[src/rtl/tamagotchi_action_encoder.sv]
// rtl/tamagotchi_action_encoder.sv - debounced push-button to care-action command producer
module tamagotchi_action_encoder #(
  parameter logic [15:0] DEBOUNCE_CYCLES = 16'd50_000
) (
  input  logic       clk,
  input  logic       reset,
  input  logic [7:0] buttons,
  input  logic       action_ready,
  output logic       action_valid,
  output logic [2:0] action_code,
  output logic [5:0] pressed,
  output logic [3:0] drop_count
);

  localparam int NUM_BUTTONS = 6;

  logic [NUM_BUTTONS-1:0] sync1;
  logic [NUM_BUTTONS-1:0] sync2;
  logic [NUM_BUTTONS-1:0] deb;
  logic [NUM_BUTTONS-1:0] deb_prev;
  logic [NUM_BUTTONS-1:0] rise;
  logic [NUM_BUTTONS-1:0] pending;
  logic [NUM_BUTTONS-1:0] pending_next;
  logic [NUM_BUTTONS-1:0] clr;
  logic [NUM_BUTTONS-1:0] drop_vec;
  logic                   load;
  logic                   sel_hit;
  logic [2:0]             sel_idx;
  logic [2:0]             drop_num;
  logic [4:0]             drop_sum;
  logic                   unused_buttons;

  assign unused_buttons = ^buttons[7:6];

  always_ff @(posedge clk or posedge reset) begin
    if (reset) begin
      sync1 <= '0;
      sync2 <= '0;
    end else begin
      sync1 <= buttons[NUM_BUTTONS-1:0];
      sync2 <= sync1;
    end
  end

  // The debounced level only follows the synchronized level after it has
  // differed for DEBOUNCE_CYCLES consecutive cycles.
  for (genvar g = 0; g < NUM_BUTTONS; g++) begin : g_btn
    logic [15:0] cnt;
    logic        level;

    always_ff @(posedge clk or posedge reset) begin
      if (reset) begin
        cnt   <= '0;
        level <= 1'b0;
      end else if (sync2[g] != level) begin
        if (cnt == DEBOUNCE_CYCLES - 16'd1) begin
          level <= sync2[g];
          cnt   <= '0;
        end else begin
          cnt <= cnt + 16'd1;
        end
      end else begin
        cnt <= '0;
      end
    end

    assign deb[g] = level;
  end

  assign pressed = deb;
  assign rise    = deb & ~deb_prev;
  assign load    = !action_valid || action_ready;

  always_comb begin
    sel_hit = 1'b0;
    sel_idx = 3'd0;
    for (int i = NUM_BUTTONS - 1; i >= 0; i--) begin
      if (pending[i]) begin
        sel_hit = 1'b1;
        sel_idx = 3'(i);
      end
    end
  end

  always_comb begin
    clr = '0;
    if (load && sel_hit) begin
      clr[sel_idx] = 1'b1;
    end
  end

  // A new press on a button whose command is still waiting is lost; a press
  // coinciding with its own clear is kept because set wins.
  assign drop_vec     = rise & pending & ~clr;
  assign pending_next = (pending & ~clr) | rise;

  always_comb begin
    drop_num = 3'd0;
    for (int i = 0; i < NUM_BUTTONS; i++) begin
      drop_num = drop_num + {2'b00, drop_vec[i]};
    end
    drop_sum = {1'b0, drop_count} + {2'b00, drop_num};
  end

  always_ff @(posedge clk or posedge reset) begin
    if (reset) begin
      deb_prev   <= '0;
      pending    <= '0;
      drop_count <= '0;
    end else begin
      deb_prev   <= deb;
      pending    <= pending_next;
      drop_count <= (drop_sum > 5'd15) ? 4'd15 : drop_sum[3:0];
    end
  end

  always_ff @(posedge clk or posedge reset) begin
    if (reset) begin
      action_valid <= 1'b0;
      action_code  <= 3'd0;
    end else if (load) begin
      action_valid <= sel_hit;
      action_code  <= sel_hit ? (sel_idx + 3'd1) : 3'd0;
    end
  end

endmodule

[config.mk]
export PLATFORM = sky130hd
export DESIGN_NAME = tamagotchi_action_encoder
export DESIGN_NICKNAME = d
export VERILOG_FILES = /design/src/rtl/tamagotchi_action_encoder.sv
export SDC_FILE = /design/constraint.sdc
export NUM_CORES = 1
export LEC_CHECK = 0
export ABC_AREA = 1
export CAP_MARGIN = 5
export CORE_ASPECT_RATIO = 1.2
export CORE_MARGIN = 4
export CORE_UTILIZATION = 65
export DETAILED_ROUTE_END_ITERATION = 8
export GPL_ROUTABILITY_DRIVEN = 0
export GPL_TIMING_DRIVEN = 0
export HOLD_SLACK_MARGIN = 0.02
export PLACE_DENSITY = 0.95
export SETUP_SLACK_MARGIN = 0.5
export SYNTH_ARGS = -nofsm -noshare
export SYNTH_HDL_FRONTEND = slang
export SYNTH_SLANG_ARGS = --single-unit
[constraint.sdc]
create_clock -name clk -period 8 [get_ports clk]
set_input_delay 2 -clock clk [delete_from_list [all_inputs] [get_ports clk]]
set_output_delay 2 -clock clk [all_outputs]
set_load 0.005 [all_outputs]
==> flow_metrics.tcl <==
set metrics [dict create \
    cpMaxStageDelayCell "fa_1" \
    critPathRequiredTime_ns 8.28 \
    drt_pass1_iterations 5 \
    synth_compound_gate_area_share_pct 4.53 \
    yosysMostFrequentCell "nor2_1" \
    min_period_over_period_pct 66.2 \
    synthFlopType "dfrtp_1" \
    critPathMaxFanout 6 \
    number_of_antenna_violations_at_the_first_check_in_global_routing 0 \
    transition_time_of_the_tightest_slew_check_pin_ns 0.501 \
    synth_area_per_cell_um2 8.27 \
    timing.setup.critical_path_class "input port to register" \
    totalNegativeSetupSlack_ns 0 \
    clk_root_buffer_cell "clkbuf_16" \
    finish.cell_count_without_fillers 1024 \
    total_power_uw 1610 \
    die_area_mm2 0.0124 \
    timing.reg2reg.setup_slack_ns 4.31 \
    yosysWarnings 0 \
    route.detailed.drc 0 \
    num-nets-final 908 \
    finClkSkew_ns 0.00931 \
    rsz0062_at_grt "false" \
    postSynthNetCount 866 \
    sequentialPowerShare_pct 44.8 \
    fraction_of_layout_cells_with_a_size_suffix_above_1_pct 11.3 \
    io_pins 25 \
    post_synth_and_or_nand_nor_area_fraction_pct 32.1 \
    finalHoldViolations 0 \
    yosys.area.top_type_share_pct 48.2 \
    drt-vias-per-instance 5.45 \
    critical_path.reg2reg.endpoint "drop_count[2]$_DFF_PP0_" \
    grt_first_pass_wirelength_um 24100 \
    worst_path_most_repeated_cell "fa_1" \
    cp_cell_sequence "clkdlybuf4s50_1 -> nor2_2 -> inv_1 -> nand2_1 -> o21ai_0 -> nor3_1 -> fa_1 -> fa_1 -> fa_1 -> inv_1 -> fa_1 -> nor2_1 -> o21ai_0 -> o21ai_0" \
    cts_max_path_buffers 2 \
    crit-reg2reg-launch "pending[3]$_DFF_PP0_" \
    yosysTopAreaCell "dfrtp_1" \
    leakage_uw 0.00356 \
    dp_hpwl_um 9070 \
    endpoint_kind "register" \
    grt_start_max_net_pins 105 \
    placedInstanceArea_mm2 0.00737 \
    fmax_ghz 0.189 \
    clock_sinks 134 \
    power_frac_clock_pct 46.3 \
    synth-edff-count 0 \
    report.final.slew_viol_count 0 \
    switching_component_of_the_power_uw 387 \
    register_to_register_path_depth 13 \
    data_arrival_time_at_the_worst_slack_endpoint_ns 5.57 \
    tritoncts.num_buffers 17 \
    syn_area_mm2 0.00695 \
    synth.mux.area_fraction_pct 0 \
    portBuffers 22 \
    yosys.area_share.adder_pct 2.95 \
    max-vdd-ir-drop_mv 0.179 \
    dp.cells 993 \
    cts_resized 0 \
    critical-path-max-stage-delay_ns 0.53 \
    timing.critical_path.buf_inv 3 \
    cp-start-kind "input port" \
    setup_viol 0 \
    route.detailed.wl_per_inst_um 13.5 \
    rows 41 \
    p_per_cell_area_mw_per_mm2 203 \
    floorplan.core_area_mm2 0.0105 \
    path_delay_family "adder cells" \
    ys_top_cells_by_area "dfrtp_1, nor2_1, nand2_1" \
    clk_pin_slew_worst_setup_hold_paths_ns 0.06 \
    area_growth_syn_to_layout_pct 14.1 \
    fp.dieH_um 121 \
    antennaDiodeCount 0 \
    final_design_area_no_fill_mm2 0.00793 \
    grt_overflow_total 0 \
    final.min_clock_period_ns 5.29 \
    postCtsSetupRepairBufs 0 \
    synth_async_sr_flop_share_pct 100 \
    routed_wirelength_um 13900 \
    result_of_the_run "finished clean" \
    timing.critical_path.from "action_ready" \
    power.internal_uw 1220 \
    detail-route-antenna-nets 0 \
    via_count 5584 \
    relSlewSlack_pct 66.6 \
    sw_frac_of_total_pct 24.0 \
    first_iter_violations 404 \
    crit_path_cell_count 14 \
    xor_xnor_share_of_the_synthesized_area_pct 5.78 \
    worstSetupEndpoint "drop_count[2]$_DFF_PP0_" \
    synthDistinctLibCells 39 \
    combinationalPowerShare_pct 8.9 \
    hold_path_class "register to register" \
    globalRouteTotalUtil_pct 24.7 \
    synth.ff_latch_count 134 \
    cts_hold_repair.buffers 0 \
    clock_tree_from_tritoncts "yes" \
    synthesis.instances 841 \
    clock_latency_reported_for_the_late_side_of_the_worst_skew_pair_ns 0.42 \
    synth-seq-area-share_pct 48.2 \
    htreeDepth 4 \
    main_combinational_cell_family_by_area_after_synthesis "simple AND/OR/NAND/NOR gates" \
    initial_core_util_pct 66.4 \
    cap_violations 0 \
    grt_pass1_vias 5527 \
    post_synth_most_frequent_cells "nor2_1, nand2_1, dfrtp_1, inv_1, nand3_1" \
    chipWidth_um 102 \
]
through the flow:
stage / hold slack [ns] / utilization [%] / worst slack (ns)
2_1_floorplan: 0.331 / - / 2.42
5_1_grt: 0.347 / 75.8 / 2.39
3_3_place_gp: 0.333 / 70.1 / 0.772
4_1_cts: 0.344 / 75.8 / 2.71
3_5_place_dp: 0.335 / 70.4 / 2.38
6_report: 0.340 / 75.8 / 2.71
worst min-delay path by stage:
stage	from	depth (start not counted)	endpoint	slack (ns)
detailed placement	sync1[0]$_DFF_PP0_	0	sync2[0]$_DFF_PP0_	0.33
floorplan	sync1[0]$_DFF_PP0_	0	sync2[0]$_DFF_PP0_	0.33
global route	sync1[1]$_DFF_PP0_	0	sync2[1]$_DFF_PP0_	0.35
CTS	sync1[1]$_DFF_PP0_	0	sync2[1]$_DFF_PP0_	0.34
global placement	sync1[4]$_DFF_PP0_	0	sync2[4]$_DFF_PP0_	0.33
finish	sync1[0]$_DFF_PP0_	0	sync2[0]$_DFF_PP0_	0.34
state kept, by name, summed over array words and instances (netlist names):
register and cells:
sync1 6, action_code 3, drop_count 4, deb_prev 6, g_btn.cnt 96, sync2 6
pending 6, action_valid 1, g_btn.level 6
cell type report:
cell class | count | area (um^2)
clock buffer | 21 | 460
clock inverter | 10 | 105
multi-input combinational | 595 | 3160
inverter | 105 | 399
buffer | 7 | 50.0
fill | 654 | 2530
sequential | 134 | 3350
timing repair buffer | 23 | 248
tap | 129 | 161
placed cells by master, fill, tap and decap left out, drive strengths merged:
master         instances
o21ai                 19
nor3                  19
dfrtp                134
o21a                   1
o211ai                 1
xnor2                 11
o21bai                 8
nand3                 51
and2                   2
inv                  104
clkdlybuf4s50         22
nand4                 14
a22o                   1
clkbuf                21
or2                    3
a31oi                  3
a31o                   1
a21oi                 18
nand2                186
nor2                 196
nor3b                 12
a211oi                 1
ha                    10
buf                    8
clkinvlp               2
xor2                  34
bufinv                 2
fa                     4
clkinv                 7
cells by family (layout without fill, tap and decap cells):
kind of cell    after synthesis  after routing
compound gates               53             53
xor+xnor                     45             45
simple gates                483            483
buf+inv                     112            166
flops                       134            134
fa+ha+maj                    14             14
metal layers:
| metal | global-route usage [%] | vias to the layer above | share of wire [%] |
|---|---|---|---|
| li1 | - | 2712 | - |
| met1 | 29.2 | 2653 | 39 |
| met2 | 42.7 | 182 | 53 |
| met3 | 6.50 | 37 | 5.4 |
| met4 | 9.43 | 0 | 2.3 |
| met5 | 0 | - | 0 |
power by group through the flow:
stage	logic, uW	clock network (uW)	registers, uW
4_1_cts	144	752	721
3_3_place_gp	136	0	731
6_report	144	746	721
2_1_floorplan	100	0	729
5_1_grt	165	786	724
3_5_place_dp	142	0	732
No activity file was read; power rests on OpenSTA's default activity.
